File: src/rtl/parity_word_calc.sv
// ---------------------------------------------------------------------------
// parity_word_calc
// Combinational even-parity check of one word. Same reduction as the
// upstream parity tree so both ends agree bit-for-bit.
//   data : DATA_W-bit word
//   par  : transmitted parity bit
//   mism : 1 when XOR(data) ^ par != 0
// ---------------------------------------------------------------------------
module parity_word_calc #(
  parameter int DATA_W = 16
) (
  input  logic [DATA_W-1:0] data,
  input  logic              par,
  output logic              mism
);

  assign mism = (^data) ^ par;

endmodule

File: config.mk
export PLATFORM = sky130hd
export DESIGN_NAME = parity_word_calc
export DESIGN_NICKNAME = d
export VERILOG_FILES = /design/src/rtl/parity_word_calc.sv
export SDC_FILE = /design/constraint.sdc
export NUM_CORES = 1
export LEC_CHECK = 0
export CAP_MARGIN = 20
export CORE_AREA = 2 2 39 41
export DETAILED_ROUTE_END_ITERATION = 7
export DIE_AREA = 0 0 41 43
export DONT_BUFFER_PORTS = 1
export PLACE_DENSITY = 0.31
export RECOVER_POWER = 100
export SLEW_MARGIN = 20
export SYNTH_ARGS = -nofsm -noshare
export SYNTH_HDL_FRONTEND = slang
export SYNTH_SLANG_ARGS = --single-unit
File: constraint.sdc
create_clock -name vclk -period 1
set_input_delay 0.1 -clock vclk [all_inputs]
set_output_delay 0.1 -clock vclk [all_outputs]
set_load 0.03 [all_outputs]
==> flow_metrics.py <==
metrics = {
    "grt": {
        "grt_first_pass_wirelength_um": 331,
        "vias_in_the_first_global_route": 89,
        "antenna_found_initial": 0,
        "grt-busiest-layer": "met2",
        "grt_start_max_net_pins": 2,
        "grt.total_usage_pct": 2.61,
        "grt.overflow.total": 0,
        "met1_usage_pct": 2.24,
        "grtUsageMet3_pct": 0,
        "grt.met2_usage_pct": 5.94,
    },
    "setup_path": {
        "timing.critical_path.to_type": "primary output",
        "critical-path-max-stage-delay_ns": 0.49,
        "worstPathCellList": "xnor2_4 > xnor2_1 > xnor3_2 > xnor2_4",
        "worst-setup-path-type": "input pin to primary output",
        "path_common_cell": "xnor2_4",
        "critical-path-top-delay-family": "XOR/XNOR gates",
        "critPathArrivalTime_ns": 1.14,
        "worst-path-max-fanout": 1,
        "sum_of_buffers_and_inverters_on_the_critical_path": 0,
        "critical_path.startpoint_type": "input pin",
        "critical_path.slowest_cell": "xnor3_2",
        "critPathRequiredTime_ns": 0.90,
    },
    "timing": {
        "worst_pin_slew_ns": 0.274,
        "period_minus_slack_ns": 1.24,
        "report.final.hold_viol_count": 0,
        "post-route-worst-setup-slack_ns": -0.239,
        "finalSetupViolCount": 1,
        "slew_violations": 0,
        "total_negative_slack_ns": -0.239,
        "setup_repair_after_global_routing_missed_its_margin": "true",
        "fin_crit_share_pct": 124,
        "max_freq_mhz": 807,
        "slew-limit-headroom_pct": 81.8,
        "hold-worst-slack_ns": 0.625,
    },
    "hold_path": {
        "hold_start": "data[0]",
        "instance_count_along_the_most_critical_hold_path": 4,
        "worst_hold_endpoint": "mism",
        "timing.hold.worst.class": "input pin to primary output",
    },
    "outcome": {
        "violations_in_the_final_reports": "setup timing",
        "outcome": "finished with violations",
    },
    "cells_and_area": {
        "area_growth_syn_to_layout_pct": 63.8,
        "seqCellArea_um2": 0,
        "commonest_non_fill_non_tap_cells_in_the_layout": "xnor2_1 (9), xnor2_4 (3)",
        "total_non_filler_cell_area_in_the_finished_layout_um2": 238,
        "layout.cells.most_common": "xnor2_1",
        "drive_above_1_share_pct": 37.5,
        "antennaDiodeCount": 0,
        "fillerInstances": 153,
        "clock_buffer_count_in_the_final_layout": 0,
        "design.final.nets": 35,
        "sequential_cell_total": 0,
    },
    "job": {
        "maxCapViolCount": 0,
    },
    "pwr": {
        "p_leak_nw": 0.0782,
        "clockPowerShare_pct": 0,
        "power_frac_comb_pct": 100.0,
        "switching_power_summed_over_all_nets_uw": 163,
        "power.density_nw_per_um2": 1540,
        "intPower_uw": 202,
        "vdd_drop_max_v": 0.000533,
        "swShare_pct": 44.6,
        "finalPower_uw": 366,
        "seqPwrFrac_pct": 0,
    },
    "drt": {
        "routed-via-count": 95,
        "drcViolationCount": 0,
        "detail_route.iter0.violations": 0,
        "wl_per_cell_um": 6.75,
        "first_pass_iters": 1,
        "avgViaCountPerCell": 2.97,
        "drt_antenna_net_count": 0,
        "wirelength_um": 216,
    },
    "logic_synthesis": {
        "average_size_of_a_mapped_cell_um2": 9.68,
        "post_synth_cell_types": 3,
        "synth.yosys.seq_area_share_pct": 0,
        "netlist_area_um2": 145,
        "synthesis.yosys.warnings": 0,
        "synthesis.nets": 32,
        "syn_inst": 15,
    },
    "floorplanning": {
        "dieArea_um2": 1760,
        "initial_core_util_pct": 10.5,
        "die_y_um": 43,
        "core_region_area_um2": 1380,
        "rows": 14,
        "floorplan.io_pins": 18,
        "horiz_die_dim_um": 41,
    },
    "placement": {
        "port_buffers": 0,
        "standard_cell_area_after_detailed_placement_um2": 230,
        "routabilityCongestion": 0.476,
    },
}
## final cells by class
class                      count  area (um^2)  area share [%]
multi-input combinational     15          210            88.4
timing repair buffer           1         7.51            3.16
tap                           16         20.0            8.42
## cell usage after synthesis
cell,count,area (um^2)
xor2_1,1,8.76
xnor2_1,13,114
xnor3_1,1,22.5
## worst max path at each step
stage	startpoint	to	slack, ns	cells past startpoint
5_1_grt	data[15]	mism	-0.30	4
4_1_cts	data[15]	mism	-0.26	4
2_1_floorplan	data[10]	mism	-0.23	4
6_report	data[15]	mism	-0.24	4
3_3_place_gp	data[10]	mism	-0.29	4
3_5_place_dp	data[10]	mism	-0.29	4
## through the flow
step / setup WS, ns / std cells / util (%)
final: -0.239 / 32 / 17.2
after floorplan: -0.227 / 15 / -
after detailed placement: -0.287 / 32 / 16.6
after global placement: -0.287 / 32 / 16.6
after CTS: -0.258 / 32 / 16.6
after global routing: -0.302 / 32 / 17.2
## cell families after synthesis
family	count (synthesis)	synth area share, %
xor gates and xnor gates	15	100
## power by group through the flow
stage                     Sequential [mW]  Clock [mW]  Combinational (mW)
after global placement                  0           0               0.368
after floorplan                         0           0               0.338
after detailed placement                0           0               0.371
after global routing                    0           0               0.390
final                                   0           0               0.366
after CTS                               0           0               0.369
## routing by layer
metal	up-vias	wire [um]	part of all wire, %
li1	48	-	-
met1	36	52	24
met2	11	122	56
met3	0	41	19
met4	0	0	0
met5	-	0	0
## repair_timing
action                     4_1_cts  5_1_grt
setup endpoints to repair        1        1
resized for setup                0        1
pin swaps                        3        0
hold buffers                     0        0
setup buffers                    0        0
No activity file was read; power rests on OpenSTA's default activity.
